`src/rtl/execute_stage_ctrl.sv`:
```
// Execute-stage sequencer: accepts decoded instructions, queues ALU results for the
// memory stage, turns control transfers into a fetch redirect and squashes the wrong path.
module execute_stage_ctrl #(
  parameter int N            = 32,
  parameter int DEPTH        = 2,
  parameter int SQUASH_DEPTH = 2,
  parameter int CNT_W        = 16
) (
  input  logic             clk,
  input  logic             rst_n,
  input  logic             flush,
  input  logic             dec_valid,
  output logic             dec_ready,
  input  logic [6:0]       dec_opcode,
  input  logic [4:0]       dec_rd,
  input  logic [N-1:0]     dec_pc,
  input  logic [N-1:0]     dec_br_target,
  input  logic [N-1:0]     alu_result,
  input  logic             alu_br_taken,
  input  logic             mem_ready,
  output logic             ex_valid,
  output logic [6:0]       ex_opcode,
  output logic [4:0]       ex_rd,
  output logic [N-1:0]     ex_result,
  output logic             redirect_valid,
  output logic [N-1:0]     redirect_pc,
  output logic             squashing,
  output logic [CNT_W-1:0] stall_cnt,
  output logic [CNT_W-1:0] redirect_cnt
);

  localparam logic [6:0] OPCODE_BRANCH = 7'b1100011;
  localparam logic [6:0] OPCODE_JAL    = 7'b1101111;
  localparam logic [6:0] OPCODE_JALR   = 7'b1100111;

  localparam int PTR_W = $clog2(DEPTH);
  localparam int CNT_QW = $clog2(DEPTH + 1);
  localparam int SQ_W = (SQUASH_DEPTH < 1) ? 1 : $clog2(SQUASH_DEPTH + 1);

  typedef enum logic {
    ST_RUN    = 1'b0,
    ST_SQUASH = 1'b1
  } state_e;

  typedef struct packed {
    logic [6:0]   opcode;
    logic [4:0]   rd;
    logic [N-1:0] result;
  } entry_t;

  state_e            state_q, state_d;
  logic [SQ_W-1:0]   squash_q, squash_d;
  logic [PTR_W-1:0]  wr_ptr_q, rd_ptr_q;
  logic [CNT_QW-1:0] count_q;
  logic              redirect_valid_q;
  logic [N-1:0]      redirect_pc_q;
  logic [CNT_W-1:0]  stall_cnt_q, redirect_cnt_q;
  entry_t            mem_q [DEPTH];

  logic              queue_full, queue_empty;
  logic              accept, pop, push;
  logic              redirect_d;
  logic [N-1:0]      redirect_target;
  entry_t            push_entry;
  entry_t            head;
  logic              is_jump, is_branch;

  assign queue_full  = (count_q == CNT_QW'(DEPTH));
  assign queue_empty = (count_q == '0);
  // Ready depends only on occupancy; a pop in the same cycle does not free a slot early.
  assign dec_ready   = !queue_full;
  assign accept      = dec_valid && dec_ready;
  assign pop         = !queue_empty && mem_ready;

  assign is_jump   = (dec_opcode == OPCODE_JAL) || (dec_opcode == OPCODE_JALR);
  assign is_branch = (dec_opcode == OPCODE_BRANCH);

  // NOTE: every signal written here gets a default first, so no path leaves one
  // unassigned and no latch is inferred.
  always_comb begin
    state_d         = state_q;
    squash_d        = squash_q;
    push            = 1'b0;
    push_entry      = '0;
    redirect_d      = 1'b0;
    redirect_target = '0;

    if (flush) begin
      state_d  = ST_RUN;
      squash_d = '0;
    end else if (accept) begin
      unique case (state_q)
        ST_RUN: begin
          if (is_jump) begin
            push            = 1'b1;
            push_entry      = '{opcode: dec_opcode, rd: dec_rd, result: dec_pc + N'(4)};
            redirect_d      = 1'b1;
            redirect_target = alu_result;
          end else if (is_branch) begin
            if (alu_br_taken) begin
              redirect_d      = 1'b1;
              redirect_target = dec_br_target;
            end
          end else begin
            push       = 1'b1;
            push_entry = '{opcode: dec_opcode, rd: dec_rd, result: alu_result};
          end
          if (redirect_d && (SQUASH_DEPTH > 0)) begin
            state_d  = ST_SQUASH;
            squash_d = SQ_W'(SQUASH_DEPTH);
          end
        end
        ST_SQUASH: begin
          squash_d = squash_q - 1'b1;
          if (squash_q == SQ_W'(1)) state_d = ST_RUN;
        end
        default: state_d = ST_RUN;
      endcase
    end
  end

  // NOTE: sequential state uses non-blocking assignments so every register samples
  // the pre-edge values regardless of statement order.
  always_ff @(posedge clk or negedge rst_n) begin
    if (!rst_n) begin
      state_q          <= ST_RUN;
      squash_q         <= '0;
      wr_ptr_q         <= '0;
      rd_ptr_q         <= '0;
      count_q          <= '0;
      redirect_valid_q <= 1'b0;
      redirect_pc_q    <= '0;
      stall_cnt_q      <= '0;
      redirect_cnt_q   <= '0;
    end else begin
      state_q          <= state_d;
      squash_q         <= squash_d;
      redirect_valid_q <= redirect_d;
      if (redirect_d) redirect_pc_q <= redirect_target;

      if (redirect_d && (redirect_cnt_q != '1)) redirect_cnt_q <= redirect_cnt_q + 1'b1;
      if (dec_valid && !dec_ready && (stall_cnt_q != '1)) stall_cnt_q <= stall_cnt_q + 1'b1;

      if (flush) begin
        wr_ptr_q <= '0;
        rd_ptr_q <= '0;
        count_q  <= '0;
      end else begin
        if (push) wr_ptr_q <= wr_ptr_q + 1'b1;
        if (pop)  rd_ptr_q <= rd_ptr_q + 1'b1;
        unique case ({push, pop})
          2'b10:   count_q <= count_q + 1'b1;
          2'b01:   count_q <= count_q - 1'b1;
          default: count_q <= count_q;
        endcase
      end
    end
  end

  // NOTE: the entry storage is deliberately not reset; occupancy lives in count_q and
  // the outputs are masked while the queue is empty, so stale data is never visible.
  always_ff @(posedge clk) begin
    if (push) mem_q[wr_ptr_q] <= push_entry;
  end

  assign head           = mem_q[rd_ptr_q];
  assign ex_valid       = !queue_empty;
  assign ex_opcode      = ex_valid ? head.opcode : '0;
  assign ex_rd          = ex_valid ? head.rd     : '0;
  assign ex_result      = ex_valid ? head.result : '0;
  assign redirect_valid = redirect_valid_q;
  assign redirect_pc    = redirect_pc_q;
  assign squashing      = (state_q == ST_SQUASH);
  assign stall_cnt      = stall_cnt_q;
  assign redirect_cnt   = redirect_cnt_q;

endmodule

```
`config.mk`:
```
export PLATFORM = sky130hd
export DESIGN_NAME = execute_stage_ctrl
export DESIGN_NICKNAME = d
export VERILOG_FILES = /design/src/rtl/execute_stage_ctrl.sv
export SDC_FILE = /design/constraint.sdc
export NUM_CORES = 1
export LEC_CHECK = 0
export BUFFER_PORTS_ARGS = -buffer_cell sky130_fd_sc_hd__buf_2
export CAP_MARGIN = 20
export CORE_MARGIN = 2
export CORE_UTILIZATION = 30
export DETAILED_ROUTE_END_ITERATION = 6
export PLACE_DENSITY = 0.5
export SETUP_SLACK_MARGIN = 0.05
export SYNTH_ARGS = -nofsm -noshare
export SYNTH_HDL_FRONTEND = slang
export SYNTH_SLANG_ARGS = --single-unit
```
`constraint.sdc`:
```
create_clock -name clk -period 10.5 [get_ports clk]
set_input_delay 1.05 -clock clk [delete_from_list [all_inputs] [get_ports clk]]
set_output_delay 1.05 -clock clk [all_outputs]
set_load 0.01 [all_outputs]
```
# After elaboration in Yosys (flattened, before gate mapping)
# Memories as Yosys holds them, arrays and structs flattened.
# Cells that the tools add are included.
[op_classes]
reduce_logical = 14
n_eq_ne = 10
mux = 45
n_bitwise = 1
addsub = 8
[op_table]
columns = ["cell", "n"]
rows = [
  ["$mux 32", 7],
  ["$mux 44", 5],
  ["$add 16x1->16 const B", 2],
  ["$add 32x3->32 const B", 1],
  ["$ne 16x16->1 const B", 2],
  ["$mux 1", 24],
  ["$eq 7x7->1 const B", 3],
  ["$mux 2", 4],
  ["$pmux 2 s2", 2],
  ["$mux 7", 1],
  ["$reduce_bool 2->1", 3],
  ["$logic_and 1x1->1", 5],
  ["$mux 5", 1],
  ["$eq 2x1->1 const B", 2],
  ["$eq 2x2->1 const B", 2],
  ["$sub 2x1->2 const B", 2],
  ["$ne 3x3->1 const B", 1],
  ["$reduce_bool 3->1", 1],
  ["$add 1x1->1 const B", 2],
  ["$add 2x1->2 const B", 1],
  ["$logic_not 1->1", 2],
  ["$logic_not 2->1", 1],
  ["$pmux 1 s2", 1],
  ["$reduce_and 2->1", 1],
  ["other kinds (2)", 2],
]
[totals]
memories = 1
input_bits = 114
elab_cells = 88
ff_bits = 72
output_inout_bits = 112
ram_bits = 88
[mem_list]
columns = ["memory", "depth", "word_bits", "rd", "rd_ports_with_merged_regs", "wr", "line_no", "rtl"]
rows = [
  ["mem_q", 2, 44, 1, 0, 1, "58", "entry_t mem_q [DEPTH];"],
]

# Longest topological paths before layout
[depth]
depth_word = 10
depth_mapped = 7
depth_no_buf = 6

# Least setup slack after synthesis
# Ideal clock, no wire load.
[synth_path]
path_kind = "input-to-reg"
start = "input flush"
end = "memory mem_q[0][0] (netlist name), enable pin"
path_stages = 5
path_slack_ps = 4932
arrival_time_ps = 5068
path_buffers = 3
required_time_ps = 10000
setup_time_ps = 500
cell_sequence = "clkbuf_1 -> or3_1 -> buf_2 -> buf_1 -> nor3_1"
[synth_between]
elab_chain_len = 3
[synth_lines]
columns = ["item", "line_no", "rtl"]
rows = [
  ["start: declaration", "11", "input logic flush,"],
  ["$mux 1", "88", "if (flush) begin"],
  ["$mux 1", "163", "if (push) mem_q[wr_ptr_q] <= push_entry;"],
  ["$mux 1 (implied by the code)", "163", ""],
  ["end: declaration", "58", ""],
]
# No other way between the ends.

# Worst setup path in the final report
[layout_path]
start = "register rd_ptr_q"
end = "output ex_result[1]"
[layout_between]
elab_chain_len = 2
[layout_lines]
columns = ["item", "line_no", "rtl"]
rows = [
  ["start: declaration", "53", "logic [PTR_W-1:0] wr_ptr_q, rd_ptr_q;"],
  ["start signal: assignment", "150", "if (pop) rd_ptr_q <= rd_ptr_q + 1'b1;"],
  ["$mem_v2 2x44", "n/a", ""],
  ["$mux 32", "170", "assign ex_result = ex_valid ? head.result : '0;"],
  ["end: declaration", "24", "output logic [N-1:0] ex_result,"],
]
# No other way between the ends.

==> implementation parameters <==
Parameter                              Value

Run status
  Status    completed

CTS
  Setup bufs post-CTS    0
  Gates resized, CTS repair    0
  Buffers from clock root to sink, at most    2
  Number of buffers created by CTS    17
  CTS sink cnt    160
  Clock insertion delay at the later pin of the skew report    about 0.43 ns
  Clock root cell    sky130_fd_sc_hd__clkbuf_16
  Maximum level of the CTS H-tree    4
  Clock tree from TritonCTS    built
  Hold-fix buffer count after cts    0
  Clock input transition at the sequential cells of the worst setup and hold paths    about 0.070 ns

STA
  Top achievable clock speed    a little over 300 MHz
  Max-slew violation count    0
  Fin Setup TNS    0 ns
  Transition time of the tightest slew-check pin    just over 1 ns
  Final worst path period share    0.3102
  Endpoints failing setup    0
  Setup repair after global routing missed its margin    no
  Max-slew headroom at the worst pin    0.3290
  Post-route minimum period    approximately 3.3 ns
  Final hold violation count    0
  Worst-case clock skew    0.01271 ns

Synthesis
  Number of synthesized register bits    160
  Number of enable flip-flop cells after synthesis    88
  Cell type with the highest aggregate area in the netlist    sky130_fd_sc_hd__edfxtp_1
  Top cell type's share of synthesized area    0.3384
  Synthesized area per cell    11.42 µm²
  Dominant register cell in the synthesized netlist    sky130_fd_sc_hd__edfxtp_1
  Number of unique standard cell types used by synthesis    just over 50
  Sequential area share after synthesis    0.5690
  Cell types occupying the most area after synthesis    sky130_fd_sc_hd__edfxtp_1, sky130_fd_sc_hd__dfrtp_1, sky130_fd_sc_hd__mux2i_1, sky130_fd_sc_hd__xnor2_1, sky130_fd_sc_hd__xor2_1
  Gate count of the mapped netlist    684
  Warning count from the yosys run    0
  Synthesized Nets    802
  Synthesized cell area    7810 µm²
  Fraction of registers with async set/reset    0.4500

Placed design
  Routability cong.    0.8167
  Cell count after placement    1215
  PortBufs    225
  Half-perimeter wire length after placement    16940 µm

Power
  Pint    1.102 mW
  Net switching power    0.4420 mW
  Areal power density over the cells    around 160 nW/µm²
  Leak Pwr    between 4 and 5 nW
  Share of power burned in registers    0.467
  Share of power burned in combinational logic    0.140
  Worst voltage drop across the vdd grid    between 0.1 and 0.15 mV
  Portion of total power attributed to the clock network    0.393
  Share of total power consumed by net switching    0.2863

Setup path
  Arrival time at the worst endpoint    roughly 2.2 ns
  R2r startpoint    count_q[1]$_DFFE_PN0P_
  Crit path from    rd_ptr_q$_DFFE_PN0P_
  Depth of the worst register-to-register path    5
  Endpoint type of the worst setup path    primary output
  Crit Path Category    reg2out
  Worst-path maximum fanout    44
  CP cell instances    buf_4 > mux2i_1 > nor2_1 > buf_2
  Critical Path RT    9.45 ns
  Category of the worst setup path launch point    flop
  Cell type of the slowest stage on the worst timing path    sky130_fd_sc_hd__buf_4
  Stage delay of the slowest cell on the critical path    0.63 ns

Die
  Placeable core region    approximately 26000 µm²
  Site row count    between 50 and 60
  Starting density of the core    0.3023
  Die span in x    165.4 µm
  Die Span Y    165.4 µm
  Top-level port count    ~230
  Die outline area    27340 µm²

Routing
  Router iterations before antenna repair    5
  Via count    about 6000
  Post-route DRC violation count    0
  Number of nets with antenna violations after detailed routing    0
  Number of design-rule violations left by the first detailed-router iteration    between 300 and 400
  Vias per inst    4.811
  Total Routed Length    approximately 23000 µm
  WL/cell    18.55 µm

Min path
  Hold Path Origin    redirect_pc[29]$_DFFE_PN0P_
  Instance count along the most critical hold path    2
  Worst min path class    reg2reg

Run
  # Max-Cap Violations    0

Cells and area
  Post-route insts no fill    1252
  Share of post-route cells with drive strength above 1    0.3122
  Most common cell after layout, fill and taps aside    sky130_fd_sc_hd__buf_2
  # fillers    2621
  Total Nets Final    approximately 1000
  Area overhead of the layout relative to synthesis    26.63%
  Most frequent cells in the layout    sky130_fd_sc_hd__buf_2, sky130_fd_sc_hd__edfxtp_1, sky130_fd_sc_hd__mux2i_1, sky130_fd_sc_hd__dfrtp_1, sky130_fd_sc_hd__nor2_1

GRT
  Number of antenna violations at the first check in global routing    5
  GR Util All Layers    0.1687
  Vias in the first global route    5731
  Overflow after GRT    0
  First-pass GRT wire length    34040 µm
  Maximum number of pins on one net before global-route repair    75
==> Yosys cell counts, drive strengths merged, types with 2 or more instances <==
| master | count |
|---|---|
| inv | 10 |
| xnor2 | 30 |
| ha | 4 |
| nor4 | 8 |
| and2 | 5 |
| a211oi | 16 |
| or3 | 2 |
| nand3 | 20 |
| clkbuf | 18 |
| edfxtp | 88 |
| a22o | 6 |
| mux2i | 76 |
| and4 | 4 |
| xor2 | 30 |
| dfrtp | 72 |
| nand2 | 66 |
| nand4 | 24 |
| nor2 | 68 |
| and3 | 19 |
| nor3 | 10 |
| nand2b | 3 |
| buf | 17 |
| a21oi | 39 |
| o21ai | 34 |
==> cell families after synthesis <==
logic type | count (synthesis) | synth area share
adder cells (fa/ha/maj) | 4 | 0.006408
XOR/XNOR | 60 | 0.06729
buffers and inverters | 45 | 0.02419
multiplexers | 77 | 0.09885
AND/OR/NAND/NOR | 234 | 0.1524
flip-flops | 160 | 0.5690
AO/OA/AOI/OAI | 104 | 0.08187
==> power by group through the flow <==
stage	clock, mW	sequential [mW]	combinational (mW)
final	0.607	0.721	0.216
after global routing	0.648	0.725	0.240
after CTS	0.624	0.721	0.221
after detailed placement	0	0.734	0.220
after global placement	0	0.733	0.217
after floorplan	0	0.740	0.104
==> worst max-delay path: cells and delay by family, from the launching register on <==
family,cells,cell delay (ns)
multiplexers,1,0.49
flip-flops,1,0.37
buffers and inverters,2,0.78
AND/OR/NAND/NOR,1,0.07
==> sequential cells by signal, indices dropped and copies added, names as in the netlist <==
name and cells:
squash_q 2, wr_ptr_q 1, redirect_valid 1, count_q 2
redirect_pc 32, mem_q 88, stall_cnt 16, redirect_cnt 16
rd_ptr_q 1, squashing 1
==> area by class of cell <==
class | count | area [µm²] | share of cell area
sequential | 160 | 4446 | 0.4495
multi-input combinational | 479 | 3196 | 0.3231
timing repair buffer | 232 | 1206 | 0.1220
clock buffer | 17 | 425.4 | 0.04302
tap | 335 | 419.2 | 0.04238
clock inverter | 15 | 150.1 | 0.01518
inverter | 10 | 37.54 | 0.003796
antenna | 4 | 10.01 | 0.001012
==> path summary, 6_finish.rpt <==
path	endpoint	slack, ns
min reg2reg	redirect_pc[29]$_DFFE_PN0P_	0.48
min in group asynchronous	redirect_pc[12]$_DFFE_PN0P_	0.74
min	redirect_pc[29]$_DFFE_PN0P_	0.48
max reg2reg	mem_q[1][3]$_DFFE_PP_	7.92
max in group asynchronous	rd_ptr_q$_DFFE_PN0P_	9.03
max	ex_result[1]	7.24
==> layer usage <==
layer	wire length (µm)	track usage	up-vias
li1	-	-	2913
met1	10570	0.2315	2899
met2	10590	0.2504	178
met3	1575	0.05220	31
met4	464	0.06309	2
met5	16	0	-
==> stage by stage <==
stage	cell area (µm²)	power (mW)	utilization	setup WS, ns	hold WS (ns)
2_1_floorplan	7810	0.8436	-	4.932	0.4590
3_3_place_gp	9264	0.9508	0.3585	6.916	0.4570
3_5_place_dp	9284	0.9539	0.3593	6.851	0.4689
4_1_cts	9859	1.565	0.3816	7.224	0.4850
5_1_grt	9889	1.613	0.3828	7.058	0.5065
6_report	9889	1.544	0.3828	7.243	0.4816
(Power assumes the default switching activity.)
